`src/rtl/seq_matrix_mult_core.sv`:
```
// Sequential MxM matrix multiplier, one MAC per clock, row-major result handshake.
// Optional macro SEQ_MM_SATURATE_EN: wide accumulator with clamped results.
module seq_matrix_mult_core #(
    parameter int M  = 4,
    parameter int DW = 32,
    parameter int IW = ($clog2(M) < 1) ? 1 : $clog2(M)
) (
    input  logic          clk,
    input  logic          rst,
    input  logic          start,
    input  logic [DW-1:0] a_in,
    input  logic [DW-1:0] b_in,
    input  logic          z_ack,
    output logic [IW-1:0] a_i,
    output logic [IW-1:0] a_j,
    output logic [IW-1:0] b_i,
    output logic [IW-1:0] b_j,
    output logic [DW-1:0] z_out,
    output logic [IW-1:0] z_i,
    output logic [IW-1:0] z_j,
    output logic          z_stb,
    output logic          done
);

    typedef enum logic [1:0] {
        IDLE,
        MAC,
        OUT,
        FIN
    } state_t;

    localparam logic [IW-1:0] KMAX = IW'(M - 1);

    state_t        state, state_nx;
    logic [IW-1:0] i, j, k;
    logic [DW-1:0] res;
    logic          last_k, last_el;

`ifdef SEQ_MM_SATURATE_EN
    localparam int AW = 2 * DW + IW;
    localparam logic signed [AW-1:0] SMAX = {{(AW-DW+1){1'b0}}, {(DW-1){1'b1}}};
    localparam logic signed [AW-1:0] SMIN = {{(AW-DW+1){1'b1}}, {(DW-1){1'b0}}};

    logic signed [AW-1:0]   acc, sum;
    logic signed [2*DW-1:0] prod;

    always_comb begin
        prod = $signed({{DW{a_in[DW-1]}}, a_in}) * $signed({{DW{b_in[DW-1]}}, b_in});
        sum  = acc + $signed({{IW{prod[2*DW-1]}}, prod});
        res  = sum[DW-1:0];
        if (sum > SMAX)
            res = SMAX[DW-1:0];
        else if (sum < SMIN)
            res = SMIN[DW-1:0];
    end
`else
    logic [DW-1:0] acc, sum;

    // Low DW bits of a product are the same for signed and unsigned operands.
    always_comb begin
        sum = acc + a_in * b_in;
        res = sum;
    end
`endif

    assign last_k  = (k == KMAX);
    assign last_el = (i == KMAX) && (j == KMAX);

    assign a_i = i;
    assign a_j = k;
    assign b_i = k;
    assign b_j = j;

    always_ff @(posedge clk or negedge rst) begin
        if (!rst)
            state <= IDLE;
        else
            state <= state_nx;
    end

    always_comb begin
        state_nx = state;
        unique case (state)
            IDLE: if (start) state_nx = MAC;
            MAC:  if (last_k) state_nx = OUT;
            OUT:  if (z_ack) state_nx = last_el ? FIN : MAC;
            FIN:  if (!start) state_nx = IDLE;
            default: state_nx = IDLE;
        endcase
    end

    always_ff @(posedge clk or negedge rst) begin
        if (!rst) begin
            i     <= '0;
            j     <= '0;
            k     <= '0;
            acc   <= '0;
            z_out <= '0;
            z_i   <= '0;
            z_j   <= '0;
            z_stb <= 1'b0;
            done  <= 1'b0;
        end else begin
            unique case (state)
                IDLE: begin
                    if (start) begin
                        i   <= '0;
                        j   <= '0;
                        k   <= '0;
                        acc <= '0;
                    end
                end
                MAC: begin
                    if (last_k) begin
                        z_out <= res;
                        z_i   <= i;
                        z_j   <= j;
                        z_stb <= 1'b1;
                    end else begin
                        acc <= sum;
                        k   <= k + 1'b1;
                    end
                end
                OUT: begin
                    if (z_ack) begin
                        z_stb <= 1'b0;
                        if (last_el) begin
                            done <= 1'b1;
                        end else begin
                            if (j == KMAX) begin
                                j <= '0;
                                i <= i + 1'b1;
                            end else begin
                                j <= j + 1'b1;
                            end
                            k   <= '0;
                            acc <= '0;
                        end
                    end
                end
                FIN: begin
                    if (!start) done <= 1'b0;
                end
                default: ;
            endcase
        end
    end

endmodule

```
`config.mk`:
```
export PLATFORM = sky130hd
export DESIGN_NAME = seq_matrix_mult_core
export DESIGN_NICKNAME = d
export VERILOG_FILES = /design/src/rtl/seq_matrix_mult_core.sv
export SDC_FILE = /design/constraint.sdc
export NUM_CORES = 1
export LEC_CHECK = 0
export CORE_ASPECT_RATIO = 1.75
export CORE_MARGIN = 2
export CORE_UTILIZATION = 35
export CTS_CLUSTER_DIAMETER = 80
export DETAILED_ROUTE_END_ITERATION = 8
export PLACE_DENSITY = 0.57
export SLEW_MARGIN = 15
export SYNTH_ARGS = -nofsm -noshare
export SYNTH_HDL_FRONTEND = slang
export SYNTH_SLANG_ARGS = --single-unit
```
`constraint.sdc`:
```
create_clock -name clk -period 8.9 [get_ports clk]
set_clock_uncertainty 0.15 [all_clocks]
set_input_delay 1.78 -clock clk [delete_from_list [all_inputs] [get_ports clk]]
set_output_delay 1.78 -clock clk [all_outputs]
set_load 0.01 [all_outputs]
```
## Word level (Yosys, flattened, before mapping)

Cells that the tools add are included.

- Register bits after elaboration: 78
- Input port bits: 68
- Output and inout port bits: 46
- Word-level logic and storage cells: 73

- Add/subtract/negate cells: 4
- Multiply operators: 1
- Equal/unequal tests: 14
- Muxes and demuxes: 31
- Reductions and logical operators: 13

Operators with widths:

| cell | count |
|---|---|
| 32-bit two-way mux | 4 |
| 32-bit case mux with 3 select lines | 1 |
| 32-bit adder | 1 |
| 32-bit by 32-bit multiplier with 32-bit output | 1 |
| 2-bit two-way mux | 15 |
| 2-bit inequality test, second input constant | 8 |
| 4-bit AND reduction | 3 |
| 2-bit == test, second input constant | 5 |
| 5-bit AND reduction | 2 |
| 2-bit case mux with 2 select lines | 2 |
| 2-bit case mux with 4 select lines | 1 |
| 2-bit by 1-bit adder with 2-bit output, second input constant | 3 |
| 2-bit case mux with 3 select lines | 1 |
| 2-bit nonzero test | 3 |
| 1-bit two-way mux | 5 |
| 1-bit case mux with 2 select lines | 2 |
| 3-bit AND reduction | 1 |
| 3-bit nonzero test | 1 |
| 2-bit by 1-bit == test with 1-bit output, second input constant | 1 |
| 2-bit zero test | 1 |
| 2-bit AND reduction | 1 |
| 1-bit logical AND | 1 |

## Longest topological paths before layout

Gate-level depths: netlist of run 1.

- Word-level depth: 5
- Gate-level depth with buffers: 28

## Least setup slack after synthesis of run 1

Ideal clock, no wire load.

- Kind: input-to-reg
- Start point: input port b_in[2]
- End point: register z_out[31]
- Library setup time: 132 ps
- Arrival time: 8305 ps
- Required time: 8618 ps
- Slack: 312 ps
- Stages: 26
- Buffers on the path: 2
- Path through: clkbuf_1 > clkbuf_1 > and2_1 > fa_1 > fa_1 > fa_1 > inv_1 > fa_1 > inv_1 > fa_1 > inv_1 > fa_1 > inv_1 > fa_1 > inv_1 > fa_1 > inv_1 > ha_1 > a211oi_2 > o21ai_2 > a2111oi_4 > a211oi_1 > o31a_1 > a31oi_1 > xor2_1 > o21ai_1

- Longest elaborated chain between the ends: 2

RTL lines:

| item | RTL line | RTL |
|---|---|---|
| from (decl) | 12 | `input logic [DW-1:0] b_in,` |
| 32-bit by 32-bit multiplier with 32-bit output | 61 | `sum = acc + a_in * b_in;` |
| 32-bit adder | 61 |  |
| to (signal assigned) | 115 | `z_out <= res;` |
| to (decl) | 18 | `output logic [DW-1:0] z_out,` |

No other way between the ends.
A chain may end at the register's enable or synchronous reset.

## Worst setup path after layout of run 1

- Start point: input port a_in[22]
- End point: register acc[31]

- Longest elaborated chain between the ends: 4

RTL lines:

| item | RTL line | RTL |
|---|---|---|
| from (decl) | 11 | `input logic [DW-1:0] a_in,` |
| 32-bit by 32-bit multiplier with 32-bit output | 61 |  |
| 32-bit adder | 61 |  |
| 32-bit two-way mux | 114 | `if (last_k) begin` |
| 32-bit case mux with 3 select lines | 104 | `unique case (state)` |
| to (signal assigned) | 120 | `acc <= sum;` |
| to (decl) | 57 | `logic [DW-1:0] acc, sum;` |

No other way between the ends. The select of a mux whose other input is x is not followed.

==> results_dict.tcl, run 1 <==
set metrics [dict create \
    die_w_um 184.2 \
    crit_buf_inv 6 \
    yosysTopAreaCell "fa_1" \
    initialDrtViolationCount 538 \
    via_per_inst 4.675 \
    clock_latency_ns 0.35 \
    fin_util 0.4240 \
    syn2layout_area_growth_pct 19.94 \
    cp-end-kind "register" \
    synth.most_common_cell "inv_1" \
    yosys.area_share.simple 0.1685 \
    fp-row-count 115 \
    worst_pin_slew_ns 0.8195 \
    initial_core_util 0.3535 \
    hold_class "register to register" \
    postRouteAntennaNets 0 \
    worstPathMaxFanout 6 \
    wl_per_cell_um 18.08 \
    grt_pass1_wl_mm 91.56 \
    hpwl_mm 49.06 \
    crit_chain "clkdlybuf4s50_1, buf_4, buf_4, and2_1, fa_1, inv_1, fa_1, fa_1, fa_1, inv_1, fa_1, inv_1, fa_1, fa_1, fa_1, xor2_1, xnor2_1, xnor2_1, xnor2_1, xnor2_2, xnor3_2, xor2_2, o21ai_2" \
    syn_nets 2764 \
    drv_cap 0 \
    ys_types 52 \
    cts_root_buf "clkbuf_16" \
    path_clk_slew_ns 0.06 \
    ys_seq_area_frac 0.09815 \
    synth_top_family_by_area "adder cells" \
    startpoint_type "input port" \
    drc 0 \
    vias 14510 \
    finalSetupTns_ns 0 \
    dr.pass1.iters 5 \
    postCtsHoldBufs 0 \
    synth_mux_area_frac 0.01246 \
    io_pins 114 \
    cts_buffers 9 \
    cpLargestDelayFamily "adder cells" \
    synthArstFlopShare 1.000 \
    ys_ff_latch 78 \
    synth_area_per_cell_um2 9.332 \
    cp.required_ns 8.96 \
    arrival_ns 8.67 \
    crit_type "input port to register" \
    synth_xor_area_frac 0.03895 \
    max_stage_delay_ns 0.58 \
    yosys_warnings 0 \
    status "finished, final reports clean" \
    fp.coreArea_mm2 0.05626 \
    gr-total-overflow 0 \
    yosys-top-cells-count "500 x inv_1, 438 x fa_1, 336 x and2_1" \
    max_freq_mhz 116.1 \
    synth_fa_ha_area_frac 0.5208 \
    fin_crit_ns 8.612 \
    htree_levels 3 \
    fin_crit_sh 0.9676 \
    grt_pass1_vias 16960 \
    die_area_mm2 0.05882 \
    rsz0062_at_grt "false" \
    grt_use_total 0.2015 \
    cts_tree "yes" \
    worst_slew_margin_rel 0.4537 \
    antenna_found_initial 6 \
    clockBufferDepth 2 \
    synth-main-ff-cell "dfrtp_1" \
    holdWs_ns 0.3325 \
    grt_max_degree 62 \
    synth_compound_area_frac 0.04681 \
    yosysTopAreaCellShare 0.4409 \
    drt-total-wl_mm 56.09 \
    crit_slowest_cell "fa_1" \
    drive_gt1_frac 0.1205 \
    setup_viol 0 \
    place.gp.congestion 0.8703 \
    fin_nets 2970 \
    cpMostUsedCell "fa_1" \
    synth.area.top_cells "fa_1 44%, and2_1 11%, dfrtp_1 9.8%" \
    clock_sinks 78 \
    synth_edf_count 0 \
    synth_area_mm2 0.01989 \
    fp.dieH_um 319.3 \
    portBuffers 113 \
    drv_slew 0 \
    hold_viol_final 0 \
    syn-instance-count 2131 \
]
-- per-stage QoR --
step,worst slack (ns),instance area [um^2],std cells
4_1_cts,0.006775,23430,3093
3_3_place_gp,-0.5309,23040,3077
5_1_grt,0.006793,23850,3101
6_report,0.2880,23850,3103
3_5_place_dp,-0.5093,23040,3077
2_1_floorplan,0.3124,19890,2131
-- layout by cell type, fill, tap and decap left out, types with 31 or more instances in the layout --
master,n
ha_1,122
clkdlybuf4s50_1,82
fa_1,431
and2_1,330
o21ai_0,31
xnor2_1,60
dfrtp_1,78
buf_4,147
inv_1,491
nand2_1,237
-- layout make-up --
cell class / count / area, um^2
fill: 5519 / 32410
clock buffer: 12 / 266.5
antenna: 2 / 5.005
sequential: 78 / 1952
clock inverter: 3 / 90.09
timing repair buffer: 297 / 2848
inverter: 500 / 1877
multi-input combinational: 1451 / 15860
tap: 760 / 950.9
-- path summary, 6_finish.rpt --
path | cells past startpoint | startpoint | end | slack, ns
setup / recovery | 23 | a_in[22] | acc[31] | 0.29
hold / removal | 2 | acc[21] | acc[21] | 0.33
setup reg to reg | 23 | acc[18] | acc[31] | 1.78
hold reg to reg | 2 | acc[21] | acc[21] | 0.33
max in group asynchronous | 2 | rst | acc[7] | 6.36
min in group asynchronous | 1 | rst | z_i[1] | 1.14
-- routing by layer --
| layer | vias to the layer above | GRT usage | part of all wire |
|---|---|---|---|
| met1 | 7497 | 0.2348 | 0.39 |
| met4 | 4 | 0.06169 | 0.032 |
| li1 | 6617 | - | - |
| met5 | - | 0 | 0.00053 |
| met2 | 292 | 0.3856 | 0.55 |
| met3 | 96 | 0.01644 | 0.029 |
-- sequential cells by signal, summed over array words and instances (netlist names) --
| name | cells |
|---|---|
| state | 2 |
| z_i | 2 |
| z_j | 2 |
| z_out | 32 |
| a_j | 2 |
| z_stb | 1 |
| a_i | 2 |
| done | 1 |
| b_j | 2 |
| acc | 32 |
-- cell families (layout without fill, tap and decap cells) --
kind of cell,after synthesis,in the layout
AOI/OAI and AO/OA,140,140
adders and majority gates,565,565
xor gates and xnor gates,86,86
DFF,78,78
buffers and inverters,602,812
and+or+nand+nor,638,638
other,0,2
muxes,22,22
-- tightest hold or removal path, stage by stage, from the launching register on --
cell	delay, ns
dfrtp_1	0.34
nand2_1	0.05
o21ai_1	0.06
-- repair_timing --
| item | in CTS | in global routing |
|---|---|---|
| pin swaps | 3 | 48 |
| gates resized for setup | 8 | 102 |
| endpoints found under the setup margin | 16 | 24 |
| gates cloned | 0 | 1 |
| buffers inserted | 1 | 7 |
Power of run 1 is not shown: default switching activity piles up to over one toggle a cycle in this logic, so the estimate is an artifact.
==> inputs of run 2 (changes only) <==
CTS_CLUSTER_DIAMETER = unset   (was 80)
==> results of run 2 <==
Same layout as run 1: the final DEF is identical, and so are final timing and power.
Power of run 2 is left out for the same reason.
==> inputs of run 3 (changes only) <==
SLEW_MARGIN = unset   (was 15)
==> results of run 3 <==
Same layout as run 1: the final DEF is identical, and so are final timing and power.
Power of run 3 is left out for the same reason.
